[src/rtl/fetch_xmit.sv]
// fetch_xmit: PC sequencer, in-order imem requester and output queue feeding decode, with nuke/resume.
// Optional FETCH_XMIT_EBREAK_HALT_EN: stop fetching once an EBREAK has been sent to decode.
module fetch_xmit #(
  parameter int                DEPTH    = 4,
  parameter int                ADDR_W   = 32,
  parameter logic [ADDR_W-1:0] RESET_PC = '0
) (
  input  logic                 clk,
  input  logic                 reset_n,
  input  logic [1:0]           nuke_rb1,          // {valid, nuke_fe}
  input  logic                 resume_fetch_rbx,
  input  logic [ADDR_W-1:0]    resume_pc_rbx,
  output logic                 imem_req_valid,
  input  logic                 imem_req_ready,
  output logic [ADDR_W-1:0]    imem_req_addr,
  input  logic                 imem_rsp_valid,
  input  logic [31:0]          imem_rsp_data,
  input  logic                 decode_ready_de0,
  output logic                 valid_fe1,
  output logic [32+ADDR_W-1:0] instr_fe1          // {instr, pc}
);
  localparam int PW = $clog2(DEPTH);
  localparam int CW = PW + 1;
  localparam logic [CW:0] DEPTH_C = (CW+1)'(DEPTH);

  localparam logic [1:0] ST_RUN   = 2'd0;
  localparam logic [1:0] ST_FLUSH = 2'd1;
  localparam logic [1:0] ST_DRAIN = 2'd2;
`ifdef FETCH_XMIT_EBREAK_HALT_EN
  localparam logic [1:0]  ST_HALT = 2'd3;
  localparam logic [31:0] EBREAK  = 32'h0010_0073;
`endif

  logic [1:0]           state_q, state_d;
  logic                 run_en_q;
  logic [ADDR_W-1:0]    pc_q, pc_d;
  logic [CW-1:0]        out_q, out_d, q_cnt_q, q_cnt_d;
  logic [PW-1:0]        q_wr_q, q_rd_q, pcf_wr_q, pcf_rd_q;
  logic [32+ADDR_W-1:0] q_mem [DEPTH];
  logic [ADDR_W-1:0]    pcf_mem [DEPTH];
  logic [32+ADDR_W-1:0] head;
  logic                 nuke, credit_ok, req_fire, push, pop, flush, q_empty;

  assign nuke      = nuke_rb1[1] & nuke_rb1[0];
  assign q_empty   = (q_cnt_q == '0);
  assign head      = q_mem[q_rd_q];
  // Credits cover queued words plus words still in flight, so every response has a slot.
  assign credit_ok = ({1'b0, q_cnt_q} + {1'b0, out_q}) < DEPTH_C;

  // run_en_q holds requests off for the first cycle out of reset so all outputs start at 0.
  assign imem_req_valid = run_en_q & (state_q == ST_RUN) & credit_ok & ~nuke;
  assign imem_req_addr  = imem_req_valid ? pc_q : '0;
  assign req_fire       = imem_req_valid & imem_req_ready;

  assign push      = imem_rsp_valid & (state_q == ST_RUN);
  assign valid_fe1 = ~q_empty & decode_ready_de0 & ~nuke;
  assign pop       = valid_fe1;
  assign instr_fe1 = q_empty ? '0 : head;

  assign out_d   = out_q + CW'(req_fire) - CW'(imem_rsp_valid);
  assign q_cnt_d = q_cnt_q + CW'(push) - CW'(pop);

  always_comb begin
    state_d = state_q;
    pc_d    = req_fire ? pc_q + ADDR_W'(4) : pc_q;
    flush   = nuke;
    if (nuke) begin
      state_d = ST_FLUSH;
    end else begin
      case (state_q)
`ifdef FETCH_XMIT_EBREAK_HALT_EN
        ST_RUN: begin
          if (pop && head[32+ADDR_W-1:ADDR_W] == EBREAK) begin
            state_d = ST_HALT;
            flush   = 1'b1;
          end
        end
`endif
        ST_FLUSH: begin
          if (resume_fetch_rbx) begin
            pc_d    = resume_pc_rbx;
            state_d = (out_d == '0) ? ST_RUN : ST_DRAIN;
          end
        end
        ST_DRAIN: begin
          if (out_d == '0) state_d = ST_RUN;
        end
        default: ;
      endcase
    end
  end

  always_ff @(posedge clk or negedge reset_n) begin
    if (!reset_n) begin
      state_q  <= ST_RUN;
      run_en_q <= 1'b0;
      pc_q     <= RESET_PC;
      out_q    <= '0;
      q_cnt_q  <= '0;
      q_wr_q   <= '0;
      q_rd_q   <= '0;
      pcf_wr_q <= '0;
      pcf_rd_q <= '0;
    end else begin
      state_q  <= state_d;
      run_en_q <= 1'b1;
      pc_q     <= pc_d;
      out_q    <= out_d;
      if (flush) begin
        q_cnt_q  <= '0;
        q_wr_q   <= '0;
        q_rd_q   <= '0;
        pcf_wr_q <= '0;
        pcf_rd_q <= '0;
      end else begin
        q_cnt_q <= q_cnt_d;
        if (push) begin
          q_wr_q   <= q_wr_q + PW'(1);
          pcf_rd_q <= pcf_rd_q + PW'(1);
        end
        if (pop)      q_rd_q   <= q_rd_q + PW'(1);
        if (req_fire) pcf_wr_q <= pcf_wr_q + PW'(1);
      end
    end
  end

  // Storage needs no reset: the pointers and counts decide what is live.
  always_ff @(posedge clk) begin
    if (push)     q_mem[q_wr_q]     <= {imem_rsp_data, pcf_mem[pcf_rd_q]};
    if (req_fire) pcf_mem[pcf_wr_q] <= pc_q;
  end

endmodule

[config.mk]
export PLATFORM = sky130hd
export DESIGN_NAME = fetch_xmit
export DESIGN_NICKNAME = d
export VERILOG_FILES = /design/src/rtl/fetch_xmit.sv
export SDC_FILE = /design/constraint.sdc
export NUM_CORES = 1
export LEC_CHECK = 0
export BUFFER_PORTS_ARGS = -buffer_cell sky130_fd_sc_hd__buf_2
export CAP_MARGIN = 20
export CELL_PAD_IN_SITES_DETAIL_PLACEMENT = 1
export CELL_PAD_IN_SITES_GLOBAL_PLACEMENT = 2
export CORE_ASPECT_RATIO = 1.1
export CORE_UTILIZATION = 45
export CTS_CLUSTER_SIZE = 28
export DETAILED_ROUTE_END_ITERATION = 8
export PLACE_DENSITY = 0.78
export RECOVER_POWER = 50
export SLEW_MARGIN = 25
export SYNTH_ARGS = -nofsm -noshare
export SYNTH_HDL_FRONTEND = slang
export SYNTH_SLANG_ARGS = --single-unit
[constraint.sdc]
create_clock -name clk -period 4.3 [get_ports clk]
set_input_delay 0.86 -clock clk [delete_from_list [all_inputs] [get_ports clk]]
set_output_delay 0.86 -clock clk [all_outputs]
set_load 0.03 [all_outputs]
==> flow_summary.yaml <==
sta:
  relSlewSlack_pct: -41.85
  min_period_ns: 3.787
  rsz0062_at_grt: "no"
  setup_viol: 0
  maxSlewViolCount: 167
  clock_skew_ns: 0.008259
  worst_slew_pin_slew_ns: 2.128
  hold_viol_final: 0
  setup_tns_ns: 0
  fmax_mhz: 264.1
  finalCritPeriodShare_pct: 88.06
critical_path:
  startpoint: "q_cnt_q[0]"
  endpoint: "valid_fe1"
  start_kind: "register"
  r2r_end: "q_cnt_q[2]"
  r2r_start: "q_cnt_q[0]"
  critPathKind: "register to output pin"
  reg2regPathDepth: 11
  end_kind: "output pin"
  cp_data_required_time_ns: 3.44
  ff2ff_setup_slack_ns: 0.67
  path_max_fanout: 66
  critPathArrivalTime_ns: 2.93
synth:
  synth_top_family_by_area: "multiplexers"
  synthesis.nets: 1006
  synthSimpleGateAreaFrac_pct: 7.956
  syn_inst: 917
  synthMuxAreaShare_pct: 12.61
  ys_warn_count: 0
  synth_xor_area_share_pct: 1.872
  yosysTopAreaCellShare_pct: 66.59
  synth_adder_area_share_pct: 1.315
  yosys.area.top_type: "edfxtp_1"
  async_flop_share_pct: 11.32
  ys.flop_type: "edfxtp_1"
  synth_area_per_cell_um2: 18.88
  synth_compound_area_share_pct: 1.163
  synth-seq-area-share_pct: 73.68
  synth_edf_count: 384
  synth_area_leaders: "edfxtp_1 67%, mux4_2 12%, dfrtp_1 7.1%"
  yosys.cell_types.count: 46
  synthesis.area_um2: 17320
  ys_ff_latch: 433
pwr:
  seqPwrFrac_pct: 44.8
  p_int_uw: 8646
  p_comb_share_pct: 29.6
  swShare_pct: 33.72
  p_clk_share_pct: 25.6
  p_sw_uw: 4398
  vdd_drop_max_uv: 340.7
  p_leak_uw: 0.006854
  power_density_nw_per_um2: 651.9
global_route:
  grt_pass1_wl_mm: 55.72
  grt_antenna_before_repair: 0
  first_global_vias: 9589
  grt_use_total_pct: 18.65
  grt_max_degree: 67
  overflow: 0
placement:
  place_congestion: 0.7688
  dpl.hpwl_mm: 22.02
  io_buffers: 169
  dp_cells: 1563
clocking:
  clock_latency_ns: 0.54
  cts_repair_resize_count: 0
  cts_made_buffers: 43
  cts-root-buf: "clkbuf_16"
  clockBufferDepth: 3
  hold_buffers: 0
  cts_max_level: 2
  tritoncts: "done"
  cts.clk_slew.worst_paths_ns: 0.06
  post-cts-setup-buffers: 0
  cts.sinks: 433
detailed_routing:
  drt-wirelength-per-cell_um: 21.77
  drc: 0
  vias: 8716
  wl_mm: 35.74
  avgViaCountPerCell: 5.308
  ant_nets: 0
  drt_pass1_iterations: 4
  drt_iter0_markers: 524
final_layout:
  fillerInstances: 3550
  final_cells: 1642
  drive_gt1_share_pct: 27.96
  nNetsFinal: 1197
  area_growth_pct: 15.56
floorplanning:
  rows: 75
  start_util_pct: 45.56
  ios: 170
  dieArea_um2: 39270
  dieHeight_um: 207.7
  core_area_um2: 38010
  die_w_um: 189.0
run_status:
  violations: "capacitance limit, slew limit"
  status: "finished with violations"
flow_run:
  maxCapViolCount: 5
min_path:
  hold_class: "input pin to register"
-- flip-flops by register name, summed over array words and instances (netlist names) --
name and cells:
q_rd_q 2, pc_q 32, state_q 2, q_mem 256, pcf_rd_q 2, run_en_q 1, q_wr_q 2, q_cnt_q 3
out_q 3, pcf_mem 128, pcf_wr_q 2
-- worst max-delay path, stage by stage (launching register included) --
cell and delay, ns:
dfrtp_1 0.43, or3_2 0.50, clkbuf_2 0.72, nand2_1 0.38, nor2_1 0.10, buf_2 0.24
-- cell usage after synthesis, types with 2 or more instances --
master and n:
buf_2 8, inv_1 13, a21oi_1 8, edfxtp_1 384, nand3_1 17, o21ai_0 23, ha_1 15, buf_1 6
nor2_1 22, nor4_4 2, and3_1 15, mux4_2 96, and2_1 101, fa_1 2, nor2b_1 2, or3_1 4
clkbuf_1 30, nor4_2 2, nand4_1 11, xnor2_1 15, nor3_1 2, xor2_1 22, nor4_1 2, nand2_1 44
or4_4 2, dfrtp_1 49
-- placed cells by master, fill, tap and decap left out, types with 23 or more instances in the layout --
cell,count
dfrtp_1,46
and2_1,98
nand2_1,44
mux4_2,96
buf_2,135
o21ai_0,23
clkbuf_16,43
edfxtp_1,384
clkbuf_1,53
-- per-layer routing --
metal  vias to the layer above  share of wire, %  track usage, %
met2                       204                49           30.97
met3                        34               4.1           3.145
li1                       3954                 -               -
met1                      4524                45           26.05
met5                         -                 0               0
met4                         0               1.3           3.949
-- power by group through the flow --
| stage | Clock, uW | Combinational [uW] | Sequential, uW |
|---|---|---|---|
| detailed placement | 0 | 3940 | 5950 |
| CTS | 3430 | 3960 | 5860 |
| global placement | 0 | 3890 | 5930 |
| finish | 3340 | 3860 | 5850 |
| floorplan | 0 | 2980 | 5550 |
| global route | 3550 | 4180 | 5930 |
-- worst min path at each step --
stage / to / cells after the start / start
floorplan: pcf_mem[0][0] / 0 / pc_q[0]
global placement: pcf_mem[2][0] / 0 / pc_q[0]
detailed placement: out_q[0] / 1 / out_q[0]
CTS: pc_q[10] / 1 / reset_n
global route: pc_q[0] / 3 / resume_pc_rbx[0]
finish: pc_q[0] / 3 / resume_pc_rbx[0]
-- metrics by stage --
step | util, % | power (uW) | area, um2 | hold WS, ns | worst slack (ns)
after floorplan | - | 8536 | 17320 | 0.4884 | 0.7397
after global placement | 49.60 | 9813 | 18850 | 0.5621 | 1.073
after detailed placement | 49.60 | 9894 | 18850 | 0.5589 | 0.9707
after CTS | 52.84 | 13250 | 20080 | 0.4683 | 0.5532
after global routing | 52.64 | 13670 | 20010 | 0.5113 | 0.2818
final | 52.65 | 13040 | 20010 | 0.5188 | 0.5134
-- cell type report --
cell class	instances	area, um2	share of cell area [%]
diodes	1	2.502	0.01251
multi-input cells	425	4329	21.64
repair buffers	192	1008	5.040
inverters	13	48.80	0.2439
clock buffers	58	1132	5.659
clock inverters	20	98.84	0.4940
well taps	500	625.6	3.127
flip-flops and latches	433	12760	63.79
-- cells by family after synthesis --
kind of cell / count (synthesis)
other: 1
XOR/XNOR: 37
adder cells (fa/ha/maj): 17
multiplexers: 98
AND/OR/NAND/NOR: 235
AO/OA/AOI/OAI: 37
buffers and inverters: 59
flip-flops: 433
(Power assumes the default switching activity.)
